$ cat config.mk
export PLATFORM = sky130hd
export DESIGN_NAME = pcm_sample_conditioner
export DESIGN_NICKNAME = d
export VERILOG_FILES = /design/src/rtl/pcm_cond_pkg.sv /design/src/rtl/pcm_sync_fifo.sv /design/src/rtl/pcm_sample_conditioner.sv
export SDC_FILE = /design/constraint.sdc
export NUM_CORES = 1
export LEC_CHECK = 0
export ABC_AREA = 1
export CORE_UTILIZATION = 59
export DETAILED_ROUTE_END_ITERATION = 8
export HOLD_SLACK_MARGIN = 0.08
export MAX_ROUTING_LAYER = met4
export PLACE_DENSITY = 0.74
export SYNTH_ARGS = -nofsm -noshare
export SYNTH_HDL_FRONTEND = slang
export SYNTH_SLANG_ARGS = --single-unit
$ cat constraint.sdc
create_clock -name clk -period 6.6 [get_ports clk]
set_input_delay 1.65 -clock clk [delete_from_list [all_inputs] [get_ports clk]]
set_output_delay 1.65 -clock clk [all_outputs]
set_load 0.02 [all_outputs]
$ cat src/rtl/pcm_cond_pkg.sv
// pcm_cond_pkg
// Shared types, limits and saturation helpers for the PCM conditioning path.
//   pcm_sample_t : signed 16-bit PCM sample
//   PCM_MAX/MIN  : signed 16-bit limits
//   sat16        : clamp a 26-bit signed intermediate to the 16-bit range
//   abs_sat16    : magnitude of a sample, with |-32768| clamped to 32767
package pcm_cond_pkg;

    typedef logic signed [15:0] pcm_sample_t;

    localparam pcm_sample_t PCM_MAX = 16'sh7FFF;
    localparam pcm_sample_t PCM_MIN = 16'sh8000;

    function automatic pcm_sample_t sat16(input logic signed [25:0] v);
        if (v > 26'sd32767) begin
            return PCM_MAX;
        end
        if (v < -26'sd32768) begin
            return PCM_MIN;
        end
        return v[15:0];
    endfunction

    function automatic pcm_sample_t abs_sat16(input pcm_sample_t v);
        if (v == PCM_MIN) begin
            return PCM_MAX;
        end
        if (v[15]) begin
            return -v;
        end
        return v;
    endfunction

endpackage

$ cat src/rtl/pcm_sync_fifo.sv
// pcm_sync_fifo
// Single-clock first-word-fall-through FIFO. The head entry is presented on
// pop_data whenever empty=0; a pop advances to the next entry.
//   clk, reset_n : clock and asynchronous active-low reset
//   push         : write push_data (ignored when full unless popping)
//   push_data    : write data
//   full         : DEPTH entries held
//   pop          : consume head entry (ignored when empty)
//   pop_data     : head entry, 0 when empty
//   empty        : no entries held
//   level        : current occupancy, 0..DEPTH
module pcm_sync_fifo #(
    parameter int DEPTH = 16,
    parameter int WIDTH = 16
) (
    input  logic                       clk,
    input  logic                       reset_n,
    input  logic                       push,
    input  logic [WIDTH-1:0]           push_data,
    output logic                       full,
    input  logic                       pop,
    output logic [WIDTH-1:0]           pop_data,
    output logic                       empty,
    output logic [$clog2(DEPTH):0]     level
);

    localparam int AW = $clog2(DEPTH);

    logic [WIDTH-1:0] mem [DEPTH];
    logic [AW:0]      wr_ptr;
    logic [AW:0]      rd_ptr;
    logic             do_push;
    logic             do_pop;

    // Pointers carry one extra wrap bit so full and empty are distinguishable.
    assign empty    = (wr_ptr == rd_ptr);
    assign full     = (wr_ptr[AW] != rd_ptr[AW]) && (wr_ptr[AW-1:0] == rd_ptr[AW-1:0]);
    assign level    = wr_ptr - rd_ptr;
    assign pop_data = empty ? '0 : mem[rd_ptr[AW-1:0]];

    assign do_pop   = pop & ~empty;
    // When full, a same-cycle pop frees the slot being written.
    assign do_push  = push & (~full | do_pop);

    always_ff @(posedge clk) begin
        if (do_push) begin
            mem[wr_ptr[AW-1:0]] <= push_data;
        end
    end

    always_ff @(posedge clk or negedge reset_n) begin
        if (!reset_n) begin
            wr_ptr <= '0;
            rd_ptr <= '0;
        end else begin
            if (do_push) begin
                wr_ptr <= wr_ptr + 1'b1;
            end
            if (do_pop) begin
                rd_ptr <= rd_ptr + 1'b1;
            end
        end
    end

endmodule

$ cat src/rtl/pcm_sample_conditioner.sv
// pcm_sample_conditioner
// DC removal (leaky integrator), Q4.4 gain with saturation and an output
// FWFT FIFO with valid/ready toward the consumer. Samples arriving while the
// FIFO is full are dropped and flagged in the sticky overflow bit.
// Optional feature macro: PCM_PEAK_METER_EN adds peak_level / peak_clear.
//   clk, reset_n    : clock and asynchronous active-low reset
//   in_pcm_data     : signed input sample, qualified by in_valid strobe
//   gain            : unsigned Q4.4 gain (0x10 = 1.0)
//   dc_bypass       : skip DC subtraction; estimator keeps tracking
//   out_pcm_data    : FIFO head sample, with out_valid / out_ready
//   fifo_level      : FIFO occupancy
//   overflow        : sticky drop flag, cleared by clear_overflow
//   peak_level      : max |sample| written (PCM_PEAK_METER_EN only)
//   peak_clear      : zero peak_level (PCM_PEAK_METER_EN only)
module pcm_sample_conditioner
    import pcm_cond_pkg::*;
#(
    parameter int DC_SHIFT   = 10,
    parameter int GAIN_FRAC  = 4,
    parameter int FIFO_DEPTH = 16
) (
    input  logic                          clk,
    input  logic                          reset_n,
    input  pcm_sample_t                   in_pcm_data,
    input  logic                          in_valid,
    input  logic [7:0]                    gain,
    input  logic                          dc_bypass,
    output pcm_sample_t                   out_pcm_data,
    output logic                          out_valid,
    input  logic                          out_ready,
    output logic [$clog2(FIFO_DEPTH):0]   fifo_level,
    output logic                          overflow,
    input  logic                          clear_overflow
`ifdef PCM_PEAK_METER_EN
    ,
    output logic [15:0]                   peak_level,
    input  logic                          peak_clear
`endif
);

    localparam int ACC_W = 16 + DC_SHIFT;

    // DC estimator
    logic signed [ACC_W-1:0] dc_acc;
    pcm_sample_t             dc_est;
    logic signed [16:0]      est_diff;

    assign dc_est   = dc_acc[ACC_W-1:DC_SHIFT];
    assign est_diff = {in_pcm_data[15], in_pcm_data} - {dc_est[15], dc_est};

    always_ff @(posedge clk or negedge reset_n) begin
        if (!reset_n) begin
            dc_acc <= '0;
        end else if (in_valid) begin
            dc_acc <= dc_acc + {{(ACC_W-17){est_diff[16]}}, est_diff};
        end
    end

    // Stage 1: DC subtraction, 17-bit saturated
    pcm_sample_t        sub_val;
    logic signed [17:0] s1_wide;
    logic signed [16:0] s1_next;
    logic signed [16:0] s1_d;
    logic               s1_valid;

    assign sub_val = dc_bypass ? '0 : dc_est;
    assign s1_wide = {{2{in_pcm_data[15]}}, in_pcm_data} - {{2{sub_val[15]}}, sub_val};

    always_comb begin
        s1_next = s1_wide[16:0];
        if (s1_wide[17] != s1_wide[16]) begin
            s1_next = s1_wide[17] ? 17'sh10000 : 17'sh0FFFF;
        end
    end

    always_ff @(posedge clk or negedge reset_n) begin
        if (!reset_n) begin
            s1_valid <= 1'b0;
            s1_d     <= '0;
        end else begin
            s1_valid <= in_valid;
            if (in_valid) begin
                s1_d <= s1_next;
            end
        end
    end

    // Stage 2: gain, floor shift, 16-bit saturation
    logic signed [25:0] d_ext;
    logic signed [25:0] g_ext;
    logic signed [25:0] prod;
    logic signed [25:0] scaled;
    pcm_sample_t        s2_data;
    logic               s2_valid;

    assign d_ext  = {{9{s1_d[16]}}, s1_d};
    assign g_ext  = {18'd0, gain};
    assign prod   = d_ext * g_ext;
    assign scaled = prod >>> GAIN_FRAC;

    always_ff @(posedge clk or negedge reset_n) begin
        if (!reset_n) begin
            s2_valid <= 1'b0;
            s2_data  <= '0;
        end else begin
            s2_valid <= s1_valid;
            if (s1_valid) begin
                s2_data <= sat16(scaled);
            end
        end
    end

    // Stage 3: FIFO write with drop detection
    logic        fifo_full;
    logic        fifo_empty;
    logic        pop;
    logic        push_ok;
    logic        drop;
    logic [15:0] head_data;

    assign pop     = out_valid & out_ready;
    assign push_ok = s2_valid & (~fifo_full | pop);
    assign drop    = s2_valid & fifo_full & ~pop;

    pcm_sync_fifo #(
        .DEPTH (FIFO_DEPTH),
        .WIDTH (16)
    ) u_fifo (
        .clk       (clk),
        .reset_n   (reset_n),
        .push      (push_ok),
        .push_data (s2_data),
        .full      (fifo_full),
        .pop       (pop),
        .pop_data  (head_data),
        .empty     (fifo_empty),
        .level     (fifo_level)
    );

    assign out_valid    = ~fifo_empty;
    assign out_pcm_data = head_data;

    // A drop in the same cycle as a clear keeps the flag set.
    always_ff @(posedge clk or negedge reset_n) begin
        if (!reset_n) begin
            overflow <= 1'b0;
        end else if (drop) begin
            overflow <= 1'b1;
        end else if (clear_overflow) begin
            overflow <= 1'b0;
        end
    end

`ifdef PCM_PEAK_METER_EN
    pcm_sample_t wr_abs;

    assign wr_abs = abs_sat16(s2_data);

    // A write coinciding with a clear reloads from the new sample.
    always_ff @(posedge clk or negedge reset_n) begin
        if (!reset_n) begin
            peak_level <= '0;
        end else if (peak_clear) begin
            peak_level <= push_ok ? wr_abs : '0;
        end else if (push_ok && ($unsigned(wr_abs) > peak_level)) begin
            peak_level <= wr_abs;
        end
    end
`endif

endmodule

=== Yosys cells after proc, flatten, opt, wreduce, memory -nomap -nowiden ===
Memory sizes are Yosys's and may differ from the RTL's.
Cells that the tools add are included.

* Multiplexer cells: 17
* Bitwise gates (word level): 11
* Reduce and logical (&&, ||, !) cells: 2
* $lt $le $gt $ge: 2
* Shift-type cells: 0
* $add $sub $neg: 6
* $mul: 1
* Div/mod/pow operators: 0
* Eq/ne operators: 4

{| class="wikitable"
|+ Operators by type and width
! operator !! count
|-
| 16-bit 2-to-1 mux || 6
|-
| 17-bit 2-to-1 mux || 2
|-
| 16-bit by 16-bit subtractor with 17-bit output || 2
|-
| 26-bit adder || 1
|-
| 17-bit by 9-bit multiplier with 26-bit output || 1
|-
| 22-bit by 16-bit > comparator with 1-bit output, second input constant || 1
|-
| 22-bit by 16-bit < comparator with 1-bit output, second input constant || 1
|-
| 5-bit by 1-bit adder with 5-bit output, second input constant || 2
|-
| 1-bit 2-to-1 mux || 9
|-
| 1-bit bitwise AND || 6
|-
| 5-bit equality test || 1
|-
| 5-bit subtractor || 1
|-
| 4-bit equality test || 1
|-
| 1-bit inverter || 3
|-
| 1-bit inequality test || 2
|-
| 1-bit bitwise OR || 2
|-
| 2-bit nonzero test || 1
|-
| 1-bit logical AND || 1
|}

* Register bits after elaboration: 72
* Bits in latches: 0
* Logic and storage cells: 52
* Output and inout bits: 23
* ROM bits: 0
* Memory bits (writable): 256
* Memories kept: 1
* Input port bits: 30

{| class="wikitable"
|+ Memory list
! name !! words !! width !! read ports !! clocked after memory_dff !! write ports !! line !! RTL
|-
| u_fifo.mem || 16 || 16 || 1 || 0 || 1 || pcm_sync_fifo.sv:29 || <nowiki>logic [WIDTH-1:0] mem [DEPTH];</nowiki>
|}

=== Longest topological paths before layout ===
* Depth in word-level cells: 8
* Gate-level depth with buffers: 29
* Gate-level depth less buffers: 26

=== By module ===
Synthesis repeated with hierarchy kept, for this count alone.

* Cell total of the unflattened synthesis: 2687
* Area total of the unflattened synthesis: 22384.0 um2

{| class="wikitable"
|+ Modules (own cells, without submodules)
! module !! times used !! seq. area each (um2) !! area each (um2) !! cells an instance
|-
| pcm_sync_fifo || 1 || 7937.6 || 11752.5 || 1164
|-
| pcm_sample_conditioner || 1 || 1551.5 || 10631.4 || 1523
|}

=== Worst setup path after synthesis ===
Ideal clock, no wire load.

* Path type: input to register
* From: in gain[2]
* To: reg s2_data[10]
* Stages on the path: 23
* Data arrival time: 6.097 ns
* Setup time: 0.120 ns
* Data required time: 6.480 ns
* Path buffers: 2
* Slack: 0.383 ns
* Path through: clkbuf_1 nand2_1 fa_1 inv_1 fa_1 inv_1 fa_1 fa_1 inv_1 ha_1 nand2_2 inv_1 nand2_1 nand2_1 a21oi_1 nand3_1 nand2_1 nand2_1 nor2_1 nand3_1 a21oi_4 buf_8 a21oi_2

* Word-level cells in the longest chain between the ends: 7
* Elaborated cells between the ends (all ways): 11
* Classes of those cells: 1 x mul; 2 x order compare; 8 x mux

{| class="wikitable"
|+ Ends and longest elaborated chain
! item !! line !! RTL
|-
| start, declared || pcm_sample_conditioner.sv:26 || <nowiki>input logic [7:0] gain,</nowiki>
|-
| 17-bit by 9-bit multiplier with 26-bit output (*) || pcm_sample_conditioner.sv:98 || <nowiki>assign prod = d_ext * g_ext;</nowiki>
|-
| 22-bit by 16-bit < comparator with 1-bit output || pcm_cond_pkg.sv:18 || <nowiki>if (v < -26'sd32768) begin</nowiki>
|-
| 1-bit 2-to-1 mux (2 in series) || pcm_cond_pkg.sv:18 ||
|-
| 1-bit 2-to-1 mux || pcm_sample_conditioner.sv:107 || <nowiki>if (s1_valid) begin</nowiki>
|-
| 16-bit 2-to-1 mux || pcm_cond_pkg.sv:21 || <nowiki>return v[15:0];</nowiki>
|-
| 16-bit 2-to-1 mux (*) || pcm_cond_pkg.sv:18 ||
|-
| end signal, assigned || pcm_sample_conditioner.sv:108 || <nowiki>s2_data <= sat16(scaled);</nowiki>
|-
| end, declared || pcm_sample_conditioner.sv:93 || <nowiki>pcm_sample_t s2_data;</nowiki>
|}

Mark *: on every way between the ends. The rest lies on a longest branch, timed or not. The select of a mux whose other input is x is not followed.
A chain may end at the register's enable or synchronous reset.

=== Worst setup path in the final report ===
* From: in gain[2]
* To: reg s2_data[0]

Same word-level chain as after synthesis.

==> results.sh <==
export IMPL_outcome="finished, final reports clean"
export IMPL_rsz0062_at_grt="false"
export IMPL_drive_above_1_share_pct=7.03
export IMPL_syn_area_um2=21300
export IMPL_dp_hpwl_um=35600
export IMPL_coreArea_um2=35500
export IMPL_wire_per_inst_um=17.3
export IMPL_critPathArrivalTime_ns=6.55
export IMPL_synth_ff_type="edfxtp_1"
export IMPL_final_min_clock_period_ns=6.15
export IMPL_clock_latency_ns=0.53
export IMPL_grt_pass1_vias=16060
export IMPL_placed_cell_area_um2=22600
export IMPL_wl_um=49900
export IMPL_slew_headroom_pct=35.0
export IMPL_drt_iter0_drc=1233
export IMPL_clock_skew_ns=0.0172
export IMPL_die_h_um=192
export IMPL_overflow=0
export IMPL_finalSetupViolCount=0
export IMPL_synthArstFlopShare_pct=22.0
export IMPL_htree_levels=2
export IMPL_synth_avg_cell_area_um2=9.15
export IMPL_critPathKind="primary input to flip-flop"
export IMPL_cts_sinks=328
export IMPL_cts_buffers=35
export IMPL_stdcell_area_um2=23700
export IMPL_postCtsHoldBufs=0
export IMPL_tightest_slew_ns=0.976
export IMPL_dieArea_um2=36800
export IMPL_holdPathEnd="u_fifo.wr_ptr[4]$_DFFE_PN0P_"
export IMPL_syn_nets=2581
export IMPL_num_nets_final=2648
export IMPL_cts_path_max_buffers=3
export IMPL_start_util_pct=59.9
export IMPL_remaining_drc_errors=0
export IMPL_min_path_type="flip-flop to flip-flop"
export IMPL_ff2ff_setup_slack_ns=1.58
export IMPL_portBuffers=52
export IMPL_ys_seq_area_share_pct=44.6
export IMPL_r2r_start="s1_d[16]$_DFFE_PN0P_"
export IMPL_synth_area_top_cells="edfxtp_1 36%, fa_1 11%, dfrtp_1 8.5%"
export IMPL_grt_usage_pct=29.1
export IMPL_cap_violations=0
export IMPL_regToRegEndpoint="s2_data[0]$_DFFE_PN0P_"
export IMPL_via_per_inst=5.58
export IMPL_hold_violations=0
export IMPL_synth_cell_types=53
export IMPL_report_final_slew_viol_count=0
export IMPL_layout_common_cells="471 x nand2_1, 366 x inv_1, 256 x edfxtp_1, 220 x nor2_1, 195 x o21ai_0"
export IMPL_cp_required_ns=7.00
export IMPL_min_from="u_fifo.wr_ptr[4]$_DFFE_PN0P_"
export IMPL_detail_route_antenna_nets=0
export IMPL_cts_root_buffer="clkbuf_16"
export IMPL_io_pins=53
export IMPL_synth_top_area_share_pct=36.1
export IMPL_mostFrequentLayoutCell="nand2_1"
export IMPL_synth_seq_cells=328
export IMPL_syn_inst=2324
export IMPL_ff2ff_path_depth=23
export IMPL_grt_max_degree=100
export IMPL_syn2layout_area_growth_pct=11.3
export IMPL_vias=16074
export IMPL_die_w_um=192
export IMPL_hold_depth=1
export IMPL_clk_pin_slew_ns=0.06
export IMPL_final_util_pct=66.7
export IMPL_antenna_found_initial=1
export IMPL_place_congestion=0.937
export IMPL_rows=69
export IMPL_post_route_period_util_pct=93.2
export IMPL_yosysWarnings=0
export IMPL_firstDrtPassIters=7
export IMPL_synth_edf_count=256
export IMPL_cp_end_kind="flip-flop"
export IMPL_synth_area_leader_cell="edfxtp_1"
export IMPL_max_freq_mhz=163
export IMPL_critPathMaxFanout=15
export IMPL_critPathLaunchType="primary input"
export IMPL_grt_pass1_wl_um=81100
export IMPL_cts_tree="built"
export IMPL_dp_slack_ns=-0.0894
export IMPL_setup_ws_ns=0.449
-- per-layer routing --
layer | global-route usage (%) | part of all wire (%)
met5 | - | 0
met4 | 7.20 | 1.9
met3 | 3.18 | 5.9
met2 | 51.3 | 50
met1 | 35.8 | 42
-- how the worst max path moves through the flow --
stage / startpoint / to / slack, ns / depth (start not counted)
after floorplan: gain[2] / s2_data[10]$_DFFE_PN0P_ / 0.38 / 23
after global placement: gain[5] / s2_data[0]$_DFFE_PN0P_ / -0.03 / 24
after detailed placement: gain[5] / s2_data[2]$_DFFE_PN0P_ / -0.09 / 24
after CTS: gain[5] / s2_data[0]$_DFFE_PN0P_ / 0.44 / 24
after global routing: gain[2] / s2_data[0]$_DFFE_PN0P_ / 0.1 / 24
final: gain[2] / s2_data[0]$_DFFE_PN0P_ / 0.45 / 24
-- stage by stage --
step / TNS (ns) / hold WS [ns] / cells
after floorplan: 0 / 0.352 / 2324
after global placement: -0.329 / 0.464 / 2815
after detailed placement: -1.17 / 0.482 / 2815
after CTS: 0 / 0.495 / 2879
after global routing: 0 / 0.525 / 2880
final: 0 / 0.497 / 2880
-- what timing repair did --
action / 4_1_cts / 5_1_grt
setup endpoints to repair: 0 / 3
buffers inserted: 0 / 0
resized for setup: 0 / 1
-- cell type report --
| class | instances | area, µm² |
|---|---|---|
| timing repair buffer | 125 | 1090 |
| tap | 461 | 577 |
| multi-input combinational | 1530 | 10000 |
| inverter | 371 | 1390 |
| fill | 2791 | 11800 |
| clock inverter | 19 | 195 |
| antenna | 1 | 2.50 |
| sequential | 328 | 9490 |
| clock buffer | 45 | 913 |
-- cells in the mapped netlist, types with 2 or more instances --
cell type and instances:
a21boi_0 6, a21o_1 2, a21oi_1 79, a21oi_2 11, a31oi_1 27, buf_2 2
clkbuf_1 90, dfrtp_1 72, edfxtp_1 256, fa_1 112, ha_1 115, inv_1 367
inv_2 3, nand2_1 471, nand2_2 8, nand3_1 67, nand3_2 3, nand3b_1 5
nand4_1 20, nor2_1 221, nor2_2 5, nor3_1 13, o211a_1 2, o211ai_1 6
o21ai_0 195, o21ai_1 3, o21bai_1 8, o221ai_1 28, o22ai_1 36, o31ai_1 3
or2_2 6, xnor2_1 27, xor2_1 35
-- flip-flops by register name (all words and copies together) (netlist names) --
register	flops
s1_valid	1
s1_d	17
u_fifo.rd_ptr	5
u_fifo.mem	256
s2_valid	1
overflow	1
dc_acc	26
u_fifo.wr_ptr	5
s2_data	16
-- critical path, stage by stage --
cell	delay, ns
clkdlybuf4s50_1	0.53
buf_4	0.22
nand2_1	0.11
fa_1	0.55
inv_1	0.05
fa_1	0.50
fa_1	0.49
inv_1	0.05
fa_1	0.52
inv_1	0.04
ha_1	0.34
nand2_1	0.12
inv_1	0.06
a21oi_1	0.21
nor2_1	0.09
nor2_2	0.14
nand2_1	0.09
nand2_1	0.06
nand2_1	0.04
nor2_1	0.11
nand3_1	0.15
a21oi_4	0.17
buf_12	0.17
a21oi_1	0.07
-- logic make-up (layout without fill, tap and decap cells) --
family          Yosys count  in the layout  share of synthesized area (%)
buf+inv                 466            560                           8.32
other cells               0              1                              0
fa+ha+maj               227            227                           17.3
compound gates          413            413                           11.3
xor+xnor                 62             62                           2.55
flops                   328            328                           44.6
simple gates            828            828                           15.9
Power is left out: the tool's default activity adds up to more than one toggle a clock period on the data nets, which glitch-free logic cannot reach.
